===== config.mk =====
export PLATFORM = sky130hd
export DESIGN_NAME = axi_lite_arbiter_flat
export DESIGN_NICKNAME = d
export VERILOG_FILES = /design/src/rtl/axi_lite_arbiter_if.sv /design/src/rtl/axi_lite_arbiter.sv /design/src/flat_wrapper.sv
export SDC_FILE = /design/constraint.sdc
export NUM_CORES = 1
export LEC_CHECK = 0
export BUFFER_PORTS_ARGS = -buffer_cell sky130_fd_sc_hd__buf_2
export CORE_MARGIN = 2
export CORE_UTILIZATION = 40
export DETAILED_ROUTE_END_ITERATION = 6
export GPL_ROUTABILITY_DRIVEN = 0
export PLACE_DENSITY = 0.77
export SKIP_CTS_REPAIR_TIMING = 1
export SYNTH_ARGS = -nofsm -noshare
export SYNTH_HDL_FRONTEND = slang
export SYNTH_SLANG_ARGS = --single-unit

===== constraint.sdc =====
create_clock -name clk -period 3.7 [get_ports clk]
set_input_delay 0.74 -clock clk [delete_from_list [all_inputs] [get_ports clk]]
set_output_delay 0.74 -clock clk [all_outputs]
set_load 0.005 [all_outputs]

===== src/rtl/axi_lite_arbiter_if.sv =====
// AXI4-Lite master bus bundle used between the fetch/data arbiter and the external slave.
interface axi_lite_arbiter_if;
  logic [31:0] ARaddr;
  logic        ARvalid;
  logic [2:0]  ARprot;
  logic        ARready;
  logic [31:0] Rdata;
  logic        Rvalid;
  logic        Rready;
  logic [31:0] AWaddr;
  logic        AWvalid;
  logic [2:0]  AWprot;
  logic        AWready;
  logic [31:0] Wdata;
  logic [3:0]  Wstrb;
  logic        Wvalid;
  logic        Wready;
  logic        Bvalid;
  logic        Bready;

  modport master (
    output ARaddr, ARvalid, ARprot, input ARready,
    input  Rdata, Rvalid, output Rready,
    output AWaddr, AWvalid, AWprot, input AWready,
    output Wdata, Wstrb, Wvalid, input Wready,
    input  Bvalid, output Bready
  );

  modport slave (
    input  ARaddr, ARvalid, ARprot, output ARready,
    output Rdata, Rvalid, input Rready,
    input  AWaddr, AWvalid, AWprot, output AWready,
    input  Wdata, Wstrb, Wvalid, output Wready,
    output Bvalid, input Bready
  );
endinterface


===== src/rtl/axi_lite_arbiter.sv =====
// Round-robin arbiter sharing one AXI4-Lite master port between instruction fetch
// and data load/store, with a watchdog that aborts stalled transactions.
module axi_lite_arbiter #(
  parameter int unsigned TIMEOUT = 255
) (
  input  logic        clk,
  input  logic        rst,
  input  logic        f_req,
  input  logic [31:0] f_addr,
  output logic [31:0] f_rdata,
  output logic        f_done,
  input  logic        d_req,
  input  logic        d_we,
  input  logic [31:0] d_addr,
  input  logic [31:0] d_wdata,
  input  logic [3:0]  d_wstrb,
  output logic [31:0] d_rdata,
  output logic        d_done,
  output logic        err,
  axi_lite_arbiter_if.master axi
);
  typedef enum logic [2:0] {IDLE, RD_ADDR, RD_DATA, WR, WR_RESP} state_t;

  localparam logic [15:0] TMO_LAST = 16'(TIMEOUT - 1);

  state_t      state_q, state_d;
  logic        last_q, last_d;
  logic        own_q, own_d;
  logic [31:0] addr_q, addr_d, wdata_q, wdata_d;
  logic [3:0]  wstrb_q, wstrb_d;
  logic [2:0]  arprot_q, arprot_d;
  logic        arvalid_q, arvalid_d, rready_q, rready_d;
  logic        awvalid_q, awvalid_d, wvalid_q, wvalid_d, bready_q, bready_d;
  logic        aw_ok_q, aw_ok_d, w_ok_q, w_ok_d;
  logic        f_done_q, f_done_d, d_done_q, d_done_d, err_q, err_d;
  logic [31:0] f_rdata_q, f_rdata_d, d_rdata_q, d_rdata_d;
  logic [15:0] cnt_q, cnt_d;
  logic        grant_data, timeout, aw_hs, w_hs;

  assign aw_hs   = awvalid_q & axi.AWready;
  assign w_hs    = wvalid_q & axi.Wready;
  assign timeout = (state_q != IDLE) && (cnt_q == TMO_LAST);

  always_comb begin
    state_d    = state_q;
    last_d     = last_q;
    own_d      = own_q;
    addr_d     = addr_q;
    wdata_d    = wdata_q;
    wstrb_d    = wstrb_q;
    arprot_d   = arprot_q;
    arvalid_d  = arvalid_q;
    rready_d   = rready_q;
    awvalid_d  = awvalid_q;
    wvalid_d   = wvalid_q;
    bready_d   = bready_q;
    aw_ok_d    = aw_ok_q;
    w_ok_d     = w_ok_q;
    f_done_d   = 1'b0;
    d_done_d   = 1'b0;
    err_d      = 1'b0;
    f_rdata_d  = f_rdata_q;
    d_rdata_d  = d_rdata_q;
    cnt_d      = (state_q != IDLE) ? cnt_q + 16'd1 : cnt_q;
    grant_data = d_req && (!f_req || !last_q);

    unique case (state_q)
      IDLE: begin
        if (f_req || d_req) begin
          own_d   = grant_data;
          last_d  = grant_data;
          cnt_d   = '0;
          addr_d  = grant_data ? d_addr : f_addr;
          wdata_d = d_wdata;
          wstrb_d = d_wstrb;
          aw_ok_d = 1'b0;
          w_ok_d  = 1'b0;
          if (grant_data && d_we) begin
            state_d   = WR;
            awvalid_d = 1'b1;
            wvalid_d  = 1'b1;
          end else begin
            state_d   = RD_ADDR;
            arvalid_d = 1'b1;
            arprot_d  = grant_data ? 3'b000 : 3'b100;
          end
        end
      end
      RD_ADDR: begin
        if (axi.ARready) begin
          arvalid_d = 1'b0;
          rready_d  = 1'b1;
          state_d   = RD_DATA;
        end
      end
      RD_DATA: begin
        if (axi.Rvalid) begin
          rready_d = 1'b0;
          state_d  = IDLE;
          if (own_q) begin
            d_rdata_d = axi.Rdata;
            d_done_d  = 1'b1;
          end else begin
            f_rdata_d = axi.Rdata;
            f_done_d  = 1'b1;
          end
        end
      end
      WR: begin
        // AW and W complete independently; the flags remember an earlier handshake
        if (aw_hs) begin
          awvalid_d = 1'b0;
          aw_ok_d   = 1'b1;
        end
        if (w_hs) begin
          wvalid_d = 1'b0;
          w_ok_d   = 1'b1;
        end
        if ((aw_ok_q || aw_hs) && (w_ok_q || w_hs)) begin
          bready_d = 1'b1;
          state_d  = WR_RESP;
        end
      end
      WR_RESP: begin
        if (axi.Bvalid) begin
          bready_d = 1'b0;
          d_done_d = 1'b1;
          state_d  = IDLE;
        end
      end
      default: state_d = IDLE;
    endcase

    // Watchdog overrides any handshake completing in the same cycle
    if (timeout) begin
      state_d   = IDLE;
      arvalid_d = 1'b0;
      rready_d  = 1'b0;
      awvalid_d = 1'b0;
      wvalid_d  = 1'b0;
      bready_d  = 1'b0;
      aw_ok_d   = 1'b0;
      w_ok_d    = 1'b0;
      f_rdata_d = f_rdata_q;
      d_rdata_d = d_rdata_q;
      f_done_d  = !own_q;
      d_done_d  = own_q;
      err_d     = 1'b1;
    end
  end

  always_ff @(posedge clk) begin
    if (rst) begin
      state_q   <= IDLE;
      last_q    <= 1'b1;
      own_q     <= 1'b0;
      addr_q    <= '0;
      wdata_q   <= '0;
      wstrb_q   <= '0;
      arprot_q  <= '0;
      arvalid_q <= 1'b0;
      rready_q  <= 1'b0;
      awvalid_q <= 1'b0;
      wvalid_q  <= 1'b0;
      bready_q  <= 1'b0;
      aw_ok_q   <= 1'b0;
      w_ok_q    <= 1'b0;
      f_done_q  <= 1'b0;
      d_done_q  <= 1'b0;
      err_q     <= 1'b0;
      f_rdata_q <= '0;
      d_rdata_q <= '0;
      cnt_q     <= '0;
    end else begin
      state_q   <= state_d;
      last_q    <= last_d;
      own_q     <= own_d;
      addr_q    <= addr_d;
      wdata_q   <= wdata_d;
      wstrb_q   <= wstrb_d;
      arprot_q  <= arprot_d;
      arvalid_q <= arvalid_d;
      rready_q  <= rready_d;
      awvalid_q <= awvalid_d;
      wvalid_q  <= wvalid_d;
      bready_q  <= bready_d;
      aw_ok_q   <= aw_ok_d;
      w_ok_q    <= w_ok_d;
      f_done_q  <= f_done_d;
      d_done_q  <= d_done_d;
      err_q     <= err_d;
      f_rdata_q <= f_rdata_d;
      d_rdata_q <= d_rdata_d;
      cnt_q     <= cnt_d;
    end
  end

  assign f_rdata     = f_rdata_q;
  assign f_done      = f_done_q;
  assign d_rdata     = d_rdata_q;
  assign d_done      = d_done_q;
  assign err         = err_q;
  assign axi.ARaddr  = addr_q;
  assign axi.ARvalid = arvalid_q;
  assign axi.ARprot  = arprot_q;
  assign axi.Rready  = rready_q;
  assign axi.AWaddr  = addr_q;
  assign axi.AWvalid = awvalid_q;
  assign axi.AWprot  = '0;
  assign axi.Wdata   = wdata_q;
  assign axi.Wstrb   = wstrb_q;
  assign axi.Wvalid  = wvalid_q;
  assign axi.Bready  = bready_q;
endmodule

===== src/flat_wrapper.sv =====
// flat-port wrapper written by rule: the top's interface ports become plain ports
module axi_lite_arbiter_flat 
#(
  parameter int unsigned TIMEOUT = 255
)
  (clk, rst, f_req, f_addr, f_rdata, f_done, d_req, d_we, d_addr, d_wdata, d_wstrb, d_rdata, d_done, err, axi_ARaddr, axi_ARvalid, axi_ARprot, axi_ARready, axi_Rdata, axi_Rvalid, axi_Rready, axi_AWaddr, axi_AWvalid, axi_AWprot, axi_AWready, axi_Wdata, axi_Wstrb, axi_Wvalid, axi_Wready, axi_Bvalid, axi_Bready);
  axi_lite_arbiter_if axi_i ();
  input  logic clk;
  input  logic rst;
  input  logic f_req;
  input  logic [31:0] f_addr;
  output logic [31:0] f_rdata;
  output logic f_done;
  input  logic d_req;
  input  logic d_we;
  input  logic [31:0] d_addr;
  input  logic [31:0] d_wdata;
  input  logic [3:0] d_wstrb;
  output logic [31:0] d_rdata;
  output logic d_done;
  output logic err;
  output wire logic [$bits(axi_i.ARaddr)-1:0] axi_ARaddr;
  output wire logic [$bits(axi_i.ARvalid)-1:0] axi_ARvalid;
  output wire logic [$bits(axi_i.ARprot)-1:0] axi_ARprot;
  input wire logic [$bits(axi_i.ARready)-1:0] axi_ARready;
  input wire logic [$bits(axi_i.Rdata)-1:0] axi_Rdata;
  input wire logic [$bits(axi_i.Rvalid)-1:0] axi_Rvalid;
  output wire logic [$bits(axi_i.Rready)-1:0] axi_Rready;
  output wire logic [$bits(axi_i.AWaddr)-1:0] axi_AWaddr;
  output wire logic [$bits(axi_i.AWvalid)-1:0] axi_AWvalid;
  output wire logic [$bits(axi_i.AWprot)-1:0] axi_AWprot;
  input wire logic [$bits(axi_i.AWready)-1:0] axi_AWready;
  output wire logic [$bits(axi_i.Wdata)-1:0] axi_Wdata;
  output wire logic [$bits(axi_i.Wstrb)-1:0] axi_Wstrb;
  output wire logic [$bits(axi_i.Wvalid)-1:0] axi_Wvalid;
  input wire logic [$bits(axi_i.Wready)-1:0] axi_Wready;
  input wire logic [$bits(axi_i.Bvalid)-1:0] axi_Bvalid;
  output wire logic [$bits(axi_i.Bready)-1:0] axi_Bready;
  assign axi_ARaddr = axi_i.ARaddr;
  assign axi_ARvalid = axi_i.ARvalid;
  assign axi_ARprot = axi_i.ARprot;
  assign axi_i.ARready = axi_ARready;
  assign axi_i.Rdata = axi_Rdata;
  assign axi_i.Rvalid = axi_Rvalid;
  assign axi_Rready = axi_i.Rready;
  assign axi_AWaddr = axi_i.AWaddr;
  assign axi_AWvalid = axi_i.AWvalid;
  assign axi_AWprot = axi_i.AWprot;
  assign axi_i.AWready = axi_AWready;
  assign axi_Wdata = axi_i.Wdata;
  assign axi_Wstrb = axi_i.Wstrb;
  assign axi_Wvalid = axi_i.Wvalid;
  assign axi_i.Wready = axi_Wready;
  assign axi_i.Bvalid = axi_Bvalid;
  assign axi_Bready = axi_i.Bready;
  axi_lite_arbiter #(.TIMEOUT(TIMEOUT)) u_core (.clk(clk), .rst(rst), .f_req(f_req), .f_addr(f_addr), .f_rdata(f_rdata), .f_done(f_done), .d_req(d_req), .d_we(d_we), .d_addr(d_addr), .d_wdata(d_wdata), .d_wstrb(d_wstrb), .d_rdata(d_rdata), .d_done(d_done), .err(err), .axi(axi_i));
endmodule

==> flow_summary_export.csv, run 1 <==
group,metric,value,unit
global_route,globalRoute.totalOverflow,0,
yosys,netlist_area,0.00673,sq mm
die,fp.dieH,134,microns
final_layout,final_cell_mix,"buf_2 (314), nand2_1 (182), dfxtp_1 (164), mux2i_1 (66), a21oi_1 (51)",
global_route,grt_pass1_vias,5749,
routing,firstDrtPassIters,7,
die,start_util,0.407,
yosys,synth_top_area_share,0.488,
yosys,synth-seq-cells,164,
final_layout,layout_commonest_cell,"buf_2",
routing,wl_per_cell,14.5,microns
timing,relSlewSlack,0.184,
clocking,cts_tree,"built",
final_layout,multi_input_area,0.00288,sq mm
routing,vias,6206,
timing,timing.fmax,0.409,GHz
yosys,synth_edf_count,0,
outcome,status,"finished, violations left",
worst_setup_path,end_kind,"flop",
outcome,violations,"design-rule violations",
final_layout,seq_area,0.00328,sq mm
worst_setup_path,crit_fanout,33,
clocking,cts.sinks,164,
timing,setup_viol,0,
routing,drcViolationCount,4,
clocking,clk_path_buf_depth,2,
final_layout,nNetsFinal,1142,
final_layout,final_area,0.00869,sq mm
global_route,grt_use_total,0.194,
yosys,synth_warnings,0,
yosys,synthFlopType,"dfxtp_1",
placement,place_ws,1.32,ns
timing,setup_tns,0,ns
placement,hpwl,12900,microns
routing,drtIter0Drc,410,
worst_setup_path,cp.arrival,2.79,ns
yosys,synth_largest_area_cell,"dfxtp_1",
hold_path,hp-class,"reg2reg",
routing,vias_per_cell,5.03,
die,rows,47,
timing,slew_violations,0,
flow_run,drv_cap,0,
placement,port_buffers,314,
yosys,synthesis.area_per_instance,9.07,sq um
timing,fin_crit_sh,0.660,
power_and_ir_drop,ir_drop,0.289,mV
clocking,h-tree-depth,4,
yosys,netlist_instances,742,
yosys,seq_area_frac_synth,0.488,
global_route,antenna_found_initial,4,
power_and_ir_drop,p_total,0.00451,W
global_route,grt_pass1_wl,27800,microns
routing,ant_nets,0,
die,ios,320,
die,die_area,0.0179,sq mm
clocking,clk_pin_slew,0.07,ns
power_and_ir_drop,power.leakage,4.27,nW
power_and_ir_drop,power.density,519,mW/mm^2
timing,fin_worst_skew,0.0166,ns
final_layout,area_growth_syn_to_layout,29.2,%
timing,fin_crit,2.44,ns
global_route,grt_max_degree,85,
clocking,insertion_delay,0.42,ns
yosys,ys_async_sr_fraction,0,
final_layout,drive_gt1_frac,0.372,
yosys,yosysUniqueCellTypes,57,
worst_setup_path,required,4.05,ns
timing,tightestPinTransition,1.22,ns
timing,fin_ws,1.26,ns
worst_setup_path,crit_type,"reg2reg",
timing,hold_viol_final,0,
final_layout,nFillCells,1551,
clocking,ctsRootBufferMaster,"clkbuf_16",
timing,rsz0062_at_grt,"false",
routing,wl,17900,microns
die,core_area,0.0165,sq mm
yosys,synth_area_leaders,"dfxtp_1 (49%), nand2_1 (10%), mux2i_1 (9.8%), a222oi_1 (4.8%), buf_4 (4.4%)",
worst_setup_path,critPathLaunchType,"flop",
clocking,cts_buffers,17,
placement,post_dp_cell_area,0.00811,sq mm
die,die_w,134,microns
-- state kept, by name, summed over array words and instances (netlist names), 3 cells and up --
signal / cells
u_core.axi.Wstrb: 4
u_core.axi.ARaddr: 32
u_core.d_rdata: 32
u_core.axi.Wdata: 32
u_core.state_q: 3
u_core.cnt_q: 16
u_core.f_rdata: 32
-- area by class of cell --
| class | instances | area share |
|---|---|---|
| Antenna cell | 4 | 0.00115 |
| Clock buffer | 18 | 0.0505 |
| Tap cell | 220 | 0.0317 |
| Sequential cell | 164 | 0.378 |
| Clock inverter | 14 | 0.0158 |
| Multi-Input combinational cell | 485 | 0.331 |
| Inverter | 9 | 0.00389 |
| Timing Repair Buffer | 321 | 0.188 |
-- cells in the mapped netlist (all sizes together), types with 2 or more instances --
| cell | n |
|---|---|
| nand2 | 184 |
| dfxtp | 164 |
| mux2i | 66 |
| buf | 65 |
| a21oi | 51 |
| nor2 | 48 |
| a222oi | 32 |
| clkbuf | 23 |
| nor3 | 17 |
| nand3 | 10 |
| inv | 9 |
| o21ai | 9 |
| and3 | 7 |
| or3 | 6 |
| o211ai | 5 |
| nor4 | 4 |
| or2 | 4 |
| a31oi | 3 |
| mux2 | 3 |
| nand2b | 3 |
| a21o | 2 |
| and2b | 2 |
| ha | 2 |
| nand4 | 2 |
| o21a | 2 |
| xor2 | 2 |
-- through the flow --
step	utilization	hold slack [ns]	instances
floorplan	-	0.439	746
global placement	0.490	0.438	1199
detailed placement	0.490	0.447	1199
CTS	0.525	0.456	1231
global route	0.526	0.465	1235
finish	0.526	0.453	1235
-- power by group --
part	internal [W]	switching, W	total (W)
clock	0.000964	0.000765	0.00173
sequential	0.00191	0.000101	0.00201
combinational	0.000348	0.000428	0.000775
total	0.00322	0.00129	0.00451
-- cell families after synthesis --
logic type | share of synthesized area
multiplexers | 0.103
other | 0.000558
buffers and inverters | 0.0882
flip-flops | 0.488
AND/OR/NAND/NOR | 0.192
adder cells (fa/ha/maj) | 0.00372
XOR/XNOR | 0.00260
AO/OA/AOI/OAI | 0.121
-- final timing paths --
kind                             from                    end  slack (ns)  depth (start not counted)
setup / recovery    u_core.state_q[2]  u_core.axi.ARaddr[13]        1.26                          4
hold / removal    u_core.axi.Wdata[6]    u_core.axi.Wdata[6]        0.45                          2
setup reg to reg    u_core.state_q[2]  u_core.axi.ARaddr[13]        1.26                          4
hold reg to reg   u_core.axi.Wdata[6]    u_core.axi.Wdata[6]        0.45                          2
-- layer usage --
| layer | track usage | wire, microns | part of all wire | vias up |
|---|---|---|---|---|
| met5 | 0 | 0 | 0 | - |
| met4 | 0.0733 | 288 | 0.016 | 0 |
| met3 | 0.0685 | 1640 | 0.092 | 18 |
| met2 | 0.328 | 8450 | 0.47 | 275 |
| met1 | 0.225 | 7560 | 0.42 | 2869 |
| li1 | - | - | - | 3044 |
-- worst max-delay path, stage by stage (launching register included) --
cell and delay (ns):
dfxtp_1 0.47, nor3_2 0.46, and3_1 1.05, a222oi_1 0.22, nor2_1 0.16
(Power assumes the default switching activity.)
==> run 2: changes to the inputs <==
- PLACE_DENSITY: 0.77 -> 0.79
- clock period: 3.7 -> 2.2 ns (I/O delays scaled with it)
==> flow_summary_export.csv, run 2 (synthesis gave the netlist of run 1 again) <==
group,metric,value,unit
worst_setup_path,critPathLaunchType,"flop",
global_route,antenna_found_initial,4,
worst_setup_path,end_kind,"flop",
timing,fin_worst_skew,0.0114,ns
routing,ant_nets,0,
placement,post_dp_cell_area,0.00823,sq mm
worst_setup_path,r2r_end,"u_core.axi.ARaddr[17]",
placement,hpwl,12900,microns
die,die_w,134,microns
die,rows,47,
timing,slew_violations,0,
final_layout,utilization,0.532,
outcome,violations,"design-rule violations",
final_layout,nFillCells,1508,
clocking,h-tree-depth,4,
clocking,insertion_delay,0.42,ns
worst_setup_path,crit_slowest_cell,"nor3_2",
hold_path,holdPathStages,3,
worst_setup_path,critical_path_buf_inv_count,1,
timing,timing.fmax,0.512,GHz
final_layout,layout_commonest_cell,"buf_2",
hold_path,min_to,"u_core.axi.ARaddr[12]",
clocking,ctsRootBufferMaster,"clkbuf_16",
routing,vias,6200,
global_route,grt_max_degree,85,
timing,rsz0062_at_grt,"false",
worst_setup_path,crit_fanout,27,
final_layout,final_area,0.00879,sq mm
timing,fin_crit_sh,0.888,
die,die_area,0.0179,sq mm
timing,relSlewSlack,0.659,
clocking,cts.sinks,164,
final_layout,multi_input_area,0.00288,sq mm
routing,firstDrtPassIters,7,
die,core_area,0.0165,sq mm
clocking,cts_tree,"built",
worst_setup_path,r2r_cells,5,
flow_run,drv_cap,0,
power_and_ir_drop,power.leakage,4.30,nW
hold_path,hp-class,"in2reg",
power_and_ir_drop,power.density,858,mW/mm^2
worst_setup_path,cp.arrival,2.26,ns
global_route,grt_pass1_wl,27900,microns
die,fp.dieH,134,microns
final_layout,area_growth_syn_to_layout,30.7,%
routing,vias_per_cell,5.00,
routing,drcViolationCount,12,
worst_setup_path,path_delay_family,"simple AND/OR/NAND/NOR gates",
clocking,clk_path_buf_depth,2,
routing,wl_per_cell,14.4,microns
worst_setup_path,crit-reg2reg-launch,"u_core.state_q[2]",
timing,hold_viol_final,0,
final_layout,final_cell_mix,"buf_2 (314), nand2_1 (182), dfxtp_1 (164), mux2i_1 (66), a21oi_1 (51)",
timing,fin_crit,1.95,ns
final_layout,nNetsFinal,1148,
routing,drtIter0Drc,352,
timing,setup_viol,0,
final_layout,seq_area,0.00328,sq mm
worst_setup_path,reg2reg_slack,0.25,ns
power_and_ir_drop,ir_drop,0.509,mV
outcome,status,"finished, violations left",
timing,setup_tns,0,ns
hold_path,hp-start,"d_addr[12]",
clocking,cts_buffers,17,
global_route,grt_pass1_vias,5752,
final_layout,drive_gt1_frac,0.375,
global_route,grt_use_total,0.195,
worst_setup_path,path_depth,5,
placement,port_buffers,314,
worst_setup_path,path_cells,"nor3_2 > nand2_2 > buf_4 > a222oi_1 > nor2_1",
routing,wl,17900,microns
timing,tightestPinTransition,0.510,ns
die,start_util,0.407,
worst_setup_path,crit_type,"reg2reg",
worst_setup_path,required,2.50,ns
worst_setup_path,critical-path-max-stage-delay,0.47,ns
die,ios,320,
global_route,globalRoute.totalOverflow,0,
clocking,clk_pin_slew,0.07,ns
timing,holdWs,0.257,ns
## run 2: cell types whose count changed in the layout (fill, tap and decap cells not counted), sizes merged
cell / change
bufinv: -1
inv: -1
clkbuf: +1
clkinvlp: +3
clkinv: -2
buf: +6
## run 2: final cells by class
cell class                      instances  area share
Multi-Input combinational cell        485       0.327
Timing Repair Buffer                  327       0.200
Sequential cell                       164       0.373
Inverter                                9     0.00384
Antenna cell                            4     0.00114
Tap cell                              220      0.0313
Clock inverter                         13      0.0130
Clock buffer                           19      0.0504
## run 2: stage by stage
step	setup slack, ns	std cells	total power, W
3_3_place_gp	0.355	1205	0.00477
5_1_grt	0.0797	1241	0.00792
2_1_floorplan	0.598	746	0.00430
3_5_place_dp	0.259	1205	0.00480
6_report	0.246	1241	0.00754
4_1_cts	0.262	1237	0.00763
## run 2: worst max path at each step
stage | start | slack, ns | endpoint
after CTS | u_core.state_q[2] | 0.26 | u_core.axi.ARaddr[17]
after global placement | u_core.state_q[2] | 0.36 | u_core.axi.ARaddr[23]
after floorplan | u_core.state_q[0] | 0.60 | u_core.f_rdata[21]
after global routing | u_core.state_q[2] | 0.08 | u_core.axi.ARaddr[29]
after detailed placement | u_core.state_q[2] | 0.26 | u_core.axi.ARaddr[17]
final | u_core.state_q[2] | 0.25 | u_core.axi.ARaddr[17]
## run 2: per-layer routing
layer,vias to the layer above,track usage,part of all wire
li1,3056,-,-
met1,2830,0.228,0.41
met2,286,0.327,0.48
met3,28,0.0654,0.093
met4,0,0.0810,0.022
met5,-,0,0
## run 2: worst min-delay path: stages
cell and delay [ns]:
buf_2 0.08, a222oi_1 0.05, nor2_1 0.08
## run 2: where the power goes
group          switching [W]  internal [W]
clock network        0.00129       0.00151
logic               0.000732      0.000625
registers           0.000172       0.00321
==> run 3: changes to the inputs <==
- ABC_AREA: default -> 1
- PLACE_DENSITY: 0.79 -> 0.78
- SETUP_SLACK_MARGIN: default -> 0.5
==> flow_summary_export.csv, run 3 <==
group,metric,value,unit
die,ios,320,
die,fp.dieH,138,microns
timing,tightestPinTransition,0.583,ns
global_route,grt_pass1_wl,30600,microns
routing,ant_nets,0,
clocking,clk_path_buf_depth,2,
timing,fin_worst_skew,0.0120,ns
power_and_ir_drop,power.density,1090,mW/mm^2
routing,met1_length,8550,microns
routing,drtIter0Drc,329,
timing,setup_tns,0,ns
final_layout,nNetsFinal,1418,
yosys,synthFlopType,"dfxtp_1",
routing,wl_per_cell,13.7,microns
clocking,ctsRootBufferMaster,"clkbuf_16",
yosys,ys_top_cells_by_count,"nor2_1 (244), nand2_1 (196), dfxtp_1 (164)",
yosys,yosysUniqueCellTypes,34,
clocking,h-tree-depth,4,
timing,setup_viol,0,
yosys,synth_largest_area_cell,"dfxtp_1",
final_layout,area_growth_syn_to_layout,30.0,%
routing,vias_per_cell,4.81,
yosys,seq_area_frac_synth,0.459,
hold_path,holdPathStages,3,
yosys,synth_warnings,0,
clocking,cts.sinks,164,
global_route,globalRoute.totalOverflow,0,
placement,port_buffers,314,
die,die_w,138,microns
final_layout,n_antenna_cell,0,
placement,hpwl,14200,microns
yosys,synth_edf_count,0,
die,start_util,0.411,
timing,timing.fmax,0.598,GHz
worst_setup_path,critPathLaunchType,"flop",
worst_setup_path,required,2.50,ns
power_and_ir_drop,power.leakage,4.61,nW
worst_setup_path,end_kind,"flop",
routing,wl,20600,microns
routing,drcViolationCount,0,
global_route,grt_pass1_vias,6465,
timing,fin_crit,1.67,ns
worst_setup_path,crit_type,"reg2reg",
timing,fin_ws,0.527,ns
timing,fin_crit_sh,0.760,
clocking,insertion_delay,0.42,ns
clocking,cts_tree,"built",
worst_setup_path,r2r_cells,11,
yosys,synth-seq-cells,164,
clocking,cts_buffers,17,
yosys,ys_async_sr_fraction,0,
yosys,netlist_area,0.00716,sq mm
global_route,antenna_found_initial,1,
yosys,synth_area_leaders,"dfxtp_1 (46%), nor2_1 (13%), nand2_1 (10%), nand3_1 (8.1%), buf_4 (5.0%)",
global_route,grt_max_degree,111,
routing,route.met2.wl,10200,microns
final_layout,final_cell_mix,"buf_2 (314), nor2_1 (238), nand2_1 (195), dfxtp_1 (162), nand3_1 (114)",
yosys,synth_most_common_cell,"nor2_1",
timing,rsz0062_at_grt,"true",
timing,slew_violations,0,
die,die_area,0.0190,sq mm
routing,firstDrtPassIters,5,
outcome,status,"finished clean",
final_layout,layout_commonest_cell,"buf_2",
routing,top_layer_used,"met4",
placement,place_ws,0.218,ns
routing,vias,7273,
worst_setup_path,path_cells,"inv_1 > ha_2 > nand2_1 > nor2_2 > nand3_2 > nor2_4 > buf_4 > nor2_4 > buf_12 > nor2_1 > nor2_1",
timing,hold_viol_final,0,
worst_setup_path,cp.arrival,1.98,ns
timing,relSlewSlack,0.611,
final_layout,drive_gt1_frac,0.311,
power_and_ir_drop,p_total,0.0102,W
global_route,grt_use_total,0.203,
clocking,clk_pin_slew,0.06,ns
die,core_area,0.0174,sq mm
worst_setup_path,crit_fanout,15,
flow_run,drv_cap,0,
yosys,synthesis.area_per_instance,7.09,sq um
routing,wl_met3,1680,microns
worst_setup_path,critical-path-max-stage-delay,0.34,ns
worst_setup_path,crit_slowest_cell,"dfxtp_1",
hold_path,hp-class,"in2reg",
power_and_ir_drop,ir_drop,0.625,mV
die,rows,48,
yosys,netlist_instances,1009,
yosys,synth_top_area_share,0.459,
-- run 3: cells by family after synthesis --
kind of cell | share of synthesized area
adder cells (fa/ha/maj) | 0.00350
XOR/XNOR | 0.00122
AO/OA/AOI/OAI | 0.0734
buffers and inverters | 0.121
other | 0.000524
AND/OR/NAND/NOR | 0.342
flip-flops | 0.459
-- run 3: routing by layer --
metal / GRT usage / vias to the layer above
met3: 0.0614 / 13
met1: 0.244 / 3277
met4: 0.0516 / 0
li1: - / 3700
met5: 0 / -
met2: 0.354 / 283
-- run 3: worst max-delay path, delay by kind of cell (launching register included) --
family,cells,cell delay (ns)
buf+inv,3,0.40
flops,1,0.34
simple gates,7,0.64
fa+ha+maj,1,0.18
-- run 3: path summary, 6_finish.rpt --
kind	slack (ns)	start	end
setup / recovery	0.53	u_core.cnt_q[0]	u_core.f_rdata[18]
hold / removal	0.24	d_wdata[24]	u_core.axi.Wdata[24]
setup reg to reg	0.53	u_core.cnt_q[0]	u_core.f_rdata[18]
hold reg to reg	0.48	u_core.f_rdata[16]	u_core.f_rdata[16]
-- run 3: through the flow --
step                      hold slack (ns)  utilization  instances  instance area, sq um
after floorplan                     0.446            -       1013                  7170
after global placement              0.458        0.490       1469                  8540
after detailed placement            0.467        0.490       1469                  8540
after CTS                           0.221        0.521       1500                  9080
after global routing                0.228        0.534       1511                  9300
final                               0.243        0.534       1511                  9300
-- run 3: area by class of cell --
class	count	area [sq um]
fillers	1641	8110
flip-flops and latches	164	3290
multi-input cells	688	3090
repair buffers	336	1860
clock buffers	19	443
well taps	225	282
inverters	67	251
clock inverters	12	97.6
-- run 3: report_power, final --
group / leakage, nW / switching (W) / total, W / internal (W)
Clock: 0.246 / 0.00124 / 0.00272 / 0.00149
Combinational: 3.03 / 0.00201 / 0.00340 / 0.00139
Sequential: 1.34 / 0.000411 / 0.00405 / 0.00364
Total: 4.61 / 0.00366 / 0.0102 / 0.00652
